[config.mk]
export PLATFORM = sky130hd
export DESIGN_NAME = mmss_bcd_timer
export DESIGN_NICKNAME = d
export VERILOG_FILES = /design/src/rtl/mmss_bcd_timer.sv
export SDC_FILE = /design/constraint.sdc
export NUM_CORES = 1
export LEC_CHECK = 0
export CORE_ASPECT_RATIO = 1.5
export CORE_MARGIN = 2
export CORE_UTILIZATION = 40
export CTS_BUF_LIST = sky130_fd_sc_hd__clkbuf_16
export DETAILED_ROUTE_END_ITERATION = 12
export PLACE_DENSITY_LB_ADDON = 0.2
export SLEW_MARGIN = 20
export SYNTH_ARGS = -nofsm -noshare
export SYNTH_HDL_FRONTEND = slang
export SYNTH_SLANG_ARGS = --single-unit
[constraint.sdc]
create_clock -name clk -period 4 [get_ports clk]
set_clock_uncertainty 0.05 [all_clocks]
set_input_delay 0.8 -clock clk [delete_from_list [all_inputs] [get_ports clk]]
set_output_delay 0.8 -clock clk [all_outputs]
set_load 0.005 [all_outputs]
[src/rtl/mmss_bcd_timer.sv]
// mm:ss BCD timer: counts down from a preset to 00:00 or up to 59:59 on a
// prescaled one-second tick and drives the four-digit seven-segment decoder.
module mmss_bcd_timer #(
    parameter int TICKS_PER_SECOND = 50000000,
    parameter int PRESCALE_WIDTH   = 26
) (
    input  logic       clk,
    input  logic       rst_n,
    input  logic       clear,
    input  logic       load,
    input  logic [3:0] preset_minute_tens,
    input  logic [3:0] preset_minute_unit,
    input  logic [3:0] preset_second_tens,
    input  logic [3:0] preset_second_unit,
    input  logic       count_up,
    input  logic       start,
    input  logic       pause,
    output logic [3:0] minute_tens,
    output logic [3:0] minute_unit,
    output logic [3:0] second_tens,
    output logic [3:0] second_unit,
    output logic       running,
    output logic       done,
    output logic       load_err
);

    typedef enum logic [1:0] {
        IDLE   = 2'd0,
        RUN    = 2'd1,
        PAUSED = 2'd2,
        DONE   = 2'd3
    } state_t;

    localparam logic [PRESCALE_WIDTH-1:0] PRESCALE_LAST = PRESCALE_WIDTH'(TICKS_PER_SECOND - 1);
    localparam logic [15:0] TIME_ZERO = 16'h0000;
    localparam logic [15:0] TIME_MAX  = 16'h5959;

    // Time is kept packed as {minute_tens, minute_unit, second_tens, second_unit}.
    function automatic logic [15:0] step_down(input logic [15:0] t);
        logic [3:0] mt, mu, st, su;
        {mt, mu, st, su} = t;
        if (su != 4'd0) begin
            su = su - 4'd1;
        end else begin
            su = 4'd9;
            if (st != 4'd0) begin
                st = st - 4'd1;
            end else begin
                st = 4'd5;
                if (mu != 4'd0) begin
                    mu = mu - 4'd1;
                end else begin
                    mu = 4'd9;
                    mt = (mt != 4'd0) ? mt - 4'd1 : 4'd0;
                end
            end
        end
        return {mt, mu, st, su};
    endfunction

    function automatic logic [15:0] step_up(input logic [15:0] t);
        logic [3:0] mt, mu, st, su;
        {mt, mu, st, su} = t;
        if (su != 4'd9) begin
            su = su + 4'd1;
        end else begin
            su = 4'd0;
            if (st != 4'd5) begin
                st = st + 4'd1;
            end else begin
                st = 4'd0;
                if (mu != 4'd9) begin
                    mu = mu + 4'd1;
                end else begin
                    mu = 4'd0;
                    mt = (mt != 4'd5) ? mt + 4'd1 : 4'd5;
                end
            end
        end
        return {mt, mu, st, su};
    endfunction

    function automatic logic preset_is_valid(input logic [15:0] t);
        return (t[15:12] <= 4'd5) && (t[11:8] <= 4'd9) &&
               (t[7:4] <= 4'd5) && (t[3:0] <= 4'd9);
    endfunction

    state_t                    state_q, state_d;
    logic [15:0]               time_q, time_d;
    logic [PRESCALE_WIDTH-1:0] presc_q, presc_d;
    logic                      up_q, up_d;
    logic                      done_q, done_d;
    logic                      load_err_q, load_err_d;

    logic [15:0] preset_time;
    logic [15:0] stepped_time;
    logic        start_blocked;

    assign preset_time   = {preset_minute_tens, preset_minute_unit,
                            preset_second_tens, preset_second_unit};
    assign stepped_time  = up_q ? step_up(time_q) : step_down(time_q);
    assign start_blocked = count_up ? (time_q == TIME_MAX) : (time_q == TIME_ZERO);

    always_ff @(posedge clk) begin
        if (!rst_n) begin
            state_q    <= IDLE;
            time_q     <= TIME_ZERO;
            presc_q    <= '0;
            up_q       <= 1'b0;
            done_q     <= 1'b0;
            load_err_q <= 1'b0;
        end else begin
            state_q    <= state_d;
            time_q     <= time_d;
            presc_q    <= presc_d;
            up_q       <= up_d;
            done_q     <= done_d;
            load_err_q <= load_err_d;
        end
    end

    // Control priority: clear, then load, then pause, then start, then counting.
    always_comb begin
        state_d    = state_q;
        time_d     = time_q;
        presc_d    = presc_q;
        up_d       = up_q;
        done_d     = 1'b0;
        load_err_d = 1'b0;
        if (clear) begin
            state_d = IDLE;
            time_d  = TIME_ZERO;
            presc_d = '0;
        end else if (load && (state_q != RUN)) begin
            if (!preset_is_valid(preset_time)) begin
                load_err_d = 1'b1;
            end else begin
                time_d  = preset_time;
                presc_d = '0;
                state_d = IDLE;
            end
        end else if (pause) begin
            if (state_q == RUN) begin
                state_d = PAUSED;
            end
        end else if (start && ((state_q == IDLE) || (state_q == PAUSED)) && !start_blocked) begin
            up_d    = count_up;
            state_d = RUN;
            if (state_q == IDLE) begin
                presc_d = '0;
            end
        end else if (state_q == RUN) begin
            if (presc_q == PRESCALE_LAST) begin
                presc_d = '0;
                time_d  = stepped_time;
                if (stepped_time == (up_q ? TIME_MAX : TIME_ZERO)) begin
                    state_d = DONE;
                    done_d  = 1'b1;
                end
            end else begin
                presc_d = presc_q + PRESCALE_WIDTH'(1);
            end
        end
    end

    assign {minute_tens, minute_unit, second_tens, second_unit} = time_q;
    assign running  = (state_q == RUN);
    assign done     = done_q;
    assign load_err = load_err_q;

endmodule

======== After elaboration in Yosys (flattened, before gate mapping) ========
Cells that the tools add are included.
W data, S select, Z words.
word-level totals
  output and inout port bits .............. 19
  logic and storage cells ................. 112
  bits in registers ....................... 47
operators by class
  mux-type cells .......................... 46
  bitwise logic cells ..................... 6
  $add $sub $neg .......................... 9
  reduce and logical (&&, ||, !) cells .... 26
  equal/unequal tests ..................... 15
  magnitude comparators ................... 4
operators with widths
  operator                 count
  $mux W26                 7
  $mux W16                 7
  $mux W4                  20
  $add A26 B1 Y26 const B  1
  $eq A26 B26 Y1 const B   1
  $reduce_bool A4 Y1       6
  $add A4 B1 Y4 const B    4
  $eq A16 B15 Y1           1
  $eq A16 B15 Y1 const B   1
  $logic_not A16 Y1        1
  $mux W2                  8
  $sub A4 B1 Y4 const B    4
  $mux W15                 1
  $reduce_and A5 Y1        2
  $le A4 B3 Y1 const B     2
  $le A4 B4 Y1 const B     2
  $ne A4 B3 Y1 const B     2
  $ne A4 B4 Y1 const B     2
  $reduce_and A4 Y1        2
  $reduce_or A7 Y1         1
  $logic_and A1 B1 Y1      6
  $ne A2 B1 Y1 const B     3
  $not A1 Y1               6
  $reduce_bool A2 Y1       2
  other kinds (12)         14

======== Depth between registers and ports, before layout ========
  depth after elaboration ................. 13
  mapped depth ............................ 10

======== Worst setup path before layout ========
No wires, ideal clock.
  path type ............................... register to register
  from .................................... register time_q[0]
  to ...................................... register presc_q[12]
  setup time .............................. 70 ps
  path slack .............................. 1200 ps
  buffers on the path ..................... 2
  stages on the path, launching flop included .. 10
  data arrival time ....................... 2679 ps
  period minus slack after synthesis ...... 2800 ps
  cell sequence ........................... dfxtp_1 buf_6 or4_4 or4_4 buf_6 o221ai_4 o211ai_4 nand2b_4 or3b_1 a21oi_1
on the way
  word-level cells in the longest chain between the ends .. 7
  elaborated cells between the ends (all ways) .. 11
RTL lines
  item                                                        RTL line  source
  start: declaration                                          89        logic [15:0] time_q, time_d;
  start signal: assignment                                    114       time_q <= time_d;
  $eq A16 B15 Y1 / $logic_not A16 Y1 (equally long branches)  102       assign start_blocked = count_up ? (time_q == TIME_MAX) : (time_q == TIME_ZERO);
  $mux W1 (*)                                                 102
  $logic_not A1 Y1 (*)                                        146       end else if (start && ((state_q == IDLE) || (state_q == PAUSED)) && !start_blocked) begin
  $logic_and A1 B1 Y1 (*)                                     146
  $mux W26                                                    146
  $mux W26                                                    142       end else if (pause) begin
  $mux W26                                                    134       end else if (load && (state_q != RUN)) begin
  end signal: assignment                                      115       presc_q <= presc_d;
  end: declaration                                            90        logic [PRESCALE_WIDTH-1:0] presc_q, presc_d;
Every way passes the cells marked *; elsewhere a longest branch is shown, timed or not. The select of a mux whose other input is x is not followed.
A chain may end at the register's enable or synchronous reset.

======== Worst setup path after layout ========
  from .................................... register time_q[1]
  to ...................................... register presc_q[25]
The elaborated chain is that of the path after synthesis.

==> impl_metrics.prom <==
# TYPE chip_impl_metric gauge
chip_impl_metric{name="ir_drop",unit="mV"} 0.189
chip_impl_metric{name="timing_worst_slew_pin_value",unit="ps"} 863
chip_impl_metric{name="power_frac_comb",unit="%"} 11.5
chip_impl_metric{name="rows",unit=""} 41
chip_impl_metric{name="clk_path_buf_depth",unit=""} 2
chip_impl_metric{name="worstPathMaxFanout",unit=""} 18
chip_impl_metric{name="post_synth_mux_area_share",unit="%"} 1.89
chip_impl_metric{name="finalMaxSlewViolations",unit=""} 0
chip_impl_metric{name="detail_route.drc_violations",unit=""} 0
chip_impl_info{name="run_status",value="completed"} 1
chip_impl_metric{name="routed_wirelength",unit="microns"} 10100
chip_impl_info{name="holdCritPathClass",value="flip-flop to flip-flop"} 1
chip_impl_metric{name="synthesis.instances",unit=""} 453
chip_impl_info{name="most-common-layout-cells",value="53 x nor2_1, 47 x dfxtp_1, 43 x nand2_1, 41 x clkdlybuf4s50_1, 30 x a21oi_1"} 1
chip_impl_info{name="tritoncts",value="yes"} 1
chip_impl_metric{name="number_of_flops_mapped_to_enable_cells_by_yosys",unit=""} 0
chip_impl_metric{name="core-area",unit="sq um"} 8310
chip_impl_metric{name="total_negative_setup_slacks",unit="ps"} 0
chip_impl_metric{name="syn_area_per_cell",unit="sq um"} 7.45
chip_impl_metric{name="pwr_density_cell",unit="nW/um^2"} 285
chip_impl_metric{name="routed-via-count",unit=""} 3531
chip_impl_info{name="synth_top_flop_cell",value="dfxtp_1"} 1
chip_impl_metric{name="number_of_buffers_inserted_by_post_cts_setup_repair",unit=""} 0
chip_impl_metric{name="grt_antenna_before_repair",unit=""} 0
chip_impl_metric{name="finalSetupViolCount",unit=""} 0
chip_impl_metric{name="area_delta_synth_final",unit="%"} 19.9
chip_impl_metric{name="final_core_utilization",unit="%"} 48.7
chip_impl_metric{name="pin_count_of_the_biggest_net_entering_global_routing",unit=""} 36
chip_impl_info{name="most_frequent_standard_cell_in_the_layout_excluding_fill_and_tap_cells",value="nor2_1"} 1
chip_impl_metric{name="r2r.worst_path.cells",unit=""} 7
chip_impl_metric{name="cts.sinks",unit=""} 47
chip_impl_metric{name="yosysWarningCount",unit=""} 0
chip_impl_metric{name="globalplace.congestion",unit=""} 0.896
chip_impl_metric{name="finish.net_count",unit=""} 504
chip_impl_metric{name="share_of_yosys_cell_area_claimed_by_the_top_area_cell_type",unit="%"} 27.9
chip_impl_metric{name="worst_setup_hold_path_clk_slew",unit="ps"} 70
chip_impl_metric{name="timing.reg2reg.setup_slack",unit="ps"} 880
chip_impl_metric{name="cts-htree-levels",unit=""} 2
chip_impl_metric{name="synth-seq-area-share",unit="%"} 27.9
chip_impl_metric{name="buffer_ports.inserted",unit=""} 41
chip_impl_metric{name="1st_pass_router_iterations",unit=""} 4
chip_impl_metric{name="layout_min_cycle_time",unit="ps"} 3120
chip_impl_metric{name="total_switching_power",unit="uW"} 269
chip_impl_metric{name="post_drt_wl_per_cell",unit="microns"} 17.2
chip_impl_metric{name="synth.net_count",unit=""} 479
chip_impl_metric{name="first_global_vias",unit=""} 3480
chip_impl_info{name="critical_path.reg2reg.endpoint",value="presc_q[25]$_SDFFE_PP0P_"} 1
chip_impl_info{name="synth_top_family_by_area",value="simple AND/OR/NAND/NOR gates"} 1
chip_impl_info{name="synth_top_area_cell",value="dfxtp_1"} 1
chip_impl_metric{name="hold_viol_final",unit=""} 0
chip_impl_metric{name="timing.max_slew.rel_slack",unit="%"} 42.1
chip_impl_metric{name="antenna_violating_nets_post_route",unit=""} 0
chip_impl_info{name="yosys-top-cells-area",value="dfxtp_1 28%, nor2_1 6.0%, nand2_1 4.8%"} 1
chip_impl_metric{name="ios",unit=""} 42
chip_impl_info{name="start_kind",value="flip-flop"} 1
chip_impl_metric{name="grtUsageTotal",unit="%"} 22.9
chip_impl_info{name="worst_setup_path_class",value="flip-flop to flip-flop"} 1
chip_impl_metric{name="cts_hold_buf",unit=""} 0
chip_impl_metric{name="clock_insertion_delay_at_the_later_pin_of_the_skew_report",unit="ps"} 290
chip_impl_metric{name="fmaxAchievable",unit="GHz"} 0.321
chip_impl_metric{name="drtIter0Drc",unit=""} 128
chip_impl_metric{name="fraction_of_final_layout_cells_with_drive_strength_greater_than_1",unit="%"} 7.10
chip_impl_metric{name="post_cts_resize_count",unit=""} 0
chip_impl_metric{name="synthesis.area",unit="sq um"} 3380
chip_impl_metric{name="critical_path_required",unit="ps"} 4100
chip_impl_metric{name="clock_power_share",unit="%"} 47.3
chip_impl_metric{name="fillerInstances",unit=""} 859
chip_impl_metric{name="leakagePower",unit="uW"} 0.00135
chip_impl_metric{name="cell_internal_pwr",unit="uW"} 885
chip_impl_metric{name="multiInputGateArea",unit="sq um"} 2250
chip_impl_metric{name="antennaDiodeCount",unit=""} 0
chip_impl_metric{name="worst-endpoint-arrival",unit="ps"} 3210
chip_impl_metric{name="fraction_of_power_spent_switching_nets",unit="%"} 23.3
chip_impl_info{name="setup_repair_after_global_routing_missed_its_margin",value="no"} 1
chip_impl_metric{name="synth_compound_gate_area_share",unit="%"} 24.6
chip_impl_info{name="crit_path_end",value="presc_q[25]$_SDFFE_PP0P_"} 1
chip_impl_metric{name="synth_simple_gate_area_share",unit="%"} 33.4
chip_impl_metric{name="holdWs",unit="ps"} 472
chip_impl_metric{name="synth-xor-area-share",unit="%"} 5.45
chip_impl_info{name="clockRootBuffer",value="clkbuf_16"} 1
chip_impl_metric{name="finalCritPeriodShare",unit="%"} 77.9
chip_impl_metric{name="dieHeight",unit="microns"} 117
chip_impl_metric{name="grt_first_pass_wirelength",unit="microns"} 16700
chip_impl_metric{name="seq_area",unit="sq um"} 941
chip_impl_info{name="critPathLaunch",value="time_q[1]$_SDFFE_PP0P_"} 1
chip_impl_metric{name="grt-ovfl-total",unit=""} 0
chip_impl_metric{name="seqPwrFrac",unit="%"} 41.3
chip_impl_metric{name="synth.ff_latch_count",unit=""} 47
chip_impl_info{name="rr_startpoint",value="time_q[1]$_SDFFE_PP0P_"} 1
chip_impl_metric{name="fp.dieArea",unit="sq um"} 9210
chip_impl_metric{name="vias_per_cell",unit=""} 6.03
chip_impl_metric{name="max_cap_violations",unit=""} 0
chip_impl_metric{name="synthAdderAreaFrac",unit="%"} 1.11
chip_impl_metric{name="async_reset_ff_share",unit="%"} 0
chip_impl_metric{name="tritoncts.num_buffers",unit=""} 5
chip_impl_metric{name="place_hpwl",unit="microns"} 7180
chip_impl_metric{name="chipWidth",unit="microns"} 79.0
chip_impl_metric{name="start_util",unit="%"} 40.6
chip_impl_metric{name="synth_cell_types",unit=""} 71
chip_impl_info{name="critical_path.endpoint_type",value="flip-flop"} 1
-- per-stage QoR --
stage,setup slack (ps),cell area [sq um],power (uW),cells
after floorplan,1200,3380,565,453
after global placement,475,3850,617,578
after detailed placement,387,3850,618,578
after CTS,703,4040,1160,586
after global routing,728,4050,1200,586
final,884,4050,1150,586
-- cells in the mapped netlist, types with 3 or more instances --
| cell type | number |
|---|---|
| mux2i_1 | 3 |
| nor4_1 | 13 |
| o21a_1 | 5 |
| o21ai_0 | 26 |
| nand3_1 | 16 |
| or3_1 | 4 |
| o22ai_1 | 5 |
| and3_1 | 6 |
| nand2b_1 | 6 |
| nand4_1 | 12 |
| xor2_1 | 7 |
| or4_1 | 5 |
| clkbuf_1 | 23 |
| nand2_1 | 43 |
| nor2b_1 | 7 |
| a211oi_1 | 12 |
| nor3b_1 | 3 |
| xnor2_1 | 14 |
| o211ai_1 | 5 |
| nor3_1 | 14 |
| and2_1 | 8 |
| dfxtp_1 | 47 |
| o2111ai_1 | 3 |
| ha_1 | 3 |
| buf_1 | 4 |
| or2_2 | 5 |
| inv_1 | 12 |
| nor2_1 | 54 |
| a31oi_1 | 4 |
| a21oi_1 | 30 |
| buf_2 | 3 |
| nor4bb_1 | 3 |
-- kinds of logic after synthesis --
| logic type | Yosys count |
|---|---|
| simple gates | 213 |
| mux | 5 |
| xor+xnor | 21 |
| fa+ha+maj | 3 |
| compound gates | 119 |
| buf+inv | 45 |
| flops | 47 |
-- cell type report --
| cell class | instances | area share [%] |
|---|---|---|
| clock buffer | 5 | 3.09 |
| clock inverter | 3 | 1.58 |
| inverter | 12 | 1.11 |
| multi-input combinational | 361 | 55.7 |
| sequential | 47 | 23.3 |
| tap | 107 | 3.31 |
| timing repair buffer | 51 | 12.0 |
-- worst min-delay path by stage --
stage / startpoint / end / slack (ps) / cells after the start
2_1_floorplan: presc_q[11]$_SDFFE_PP0P_ / presc_q[11]$_SDFFE_PP0P_ / 420 / 1
3_3_place_gp: presc_q[4]$_SDFFE_PP0P_ / presc_q[4]$_SDFFE_PP0P_ / 440 / 2
3_5_place_dp: presc_q[16]$_SDFFE_PP0P_ / presc_q[16]$_SDFFE_PP0P_ / 460 / 1
4_1_cts: presc_q[16]$_SDFFE_PP0P_ / presc_q[16]$_SDFFE_PP0P_ / 480 / 1
5_1_grt: presc_q[4]$_SDFFE_PP0P_ / presc_q[4]$_SDFFE_PP0P_ / 500 / 2
6_report: presc_q[4]$_SDFFE_PP0P_ / presc_q[4]$_SDFFE_PP0P_ / 470 / 2
-- state kept, by name, indices dropped and copies added, names as in the netlist --
name / cells
time_q: 16
presc_q: 26
load_err: 1
state_q: 2
done: 1
up_q: 1
-- power groups by stage --
stage                     registers (uW)  clock network, uW  logic [uW]
after floorplan                      485                  0        80.3
after global placement               487                  0         130
after detailed placement             487                  0         131
after CTS                            476                552         132
after global routing                 477                574         145
final                                476                546         132
-- routing by layer --
layer | up-vias | global-route usage [%] | share of wire, %
met5 | - | 0 | 0
met4 | 0 | 11.3 | 3.8
met3 | 28 | 4.17 | 3.6
met2 | 94 | 41.7 | 52
met1 | 1682 | 25.3 | 41
li1 | 1727 | - | -
-- worst max-delay path: stages (launching register included) --
cell      delay [ps]
dfxtp_1          480
or4_4            630
or4_4            610
o221ai_4         360
o311a_1          460
nor4_1           140
xnor2_1          170
nor2_1            60
Power figures use the tool's default switching activity.
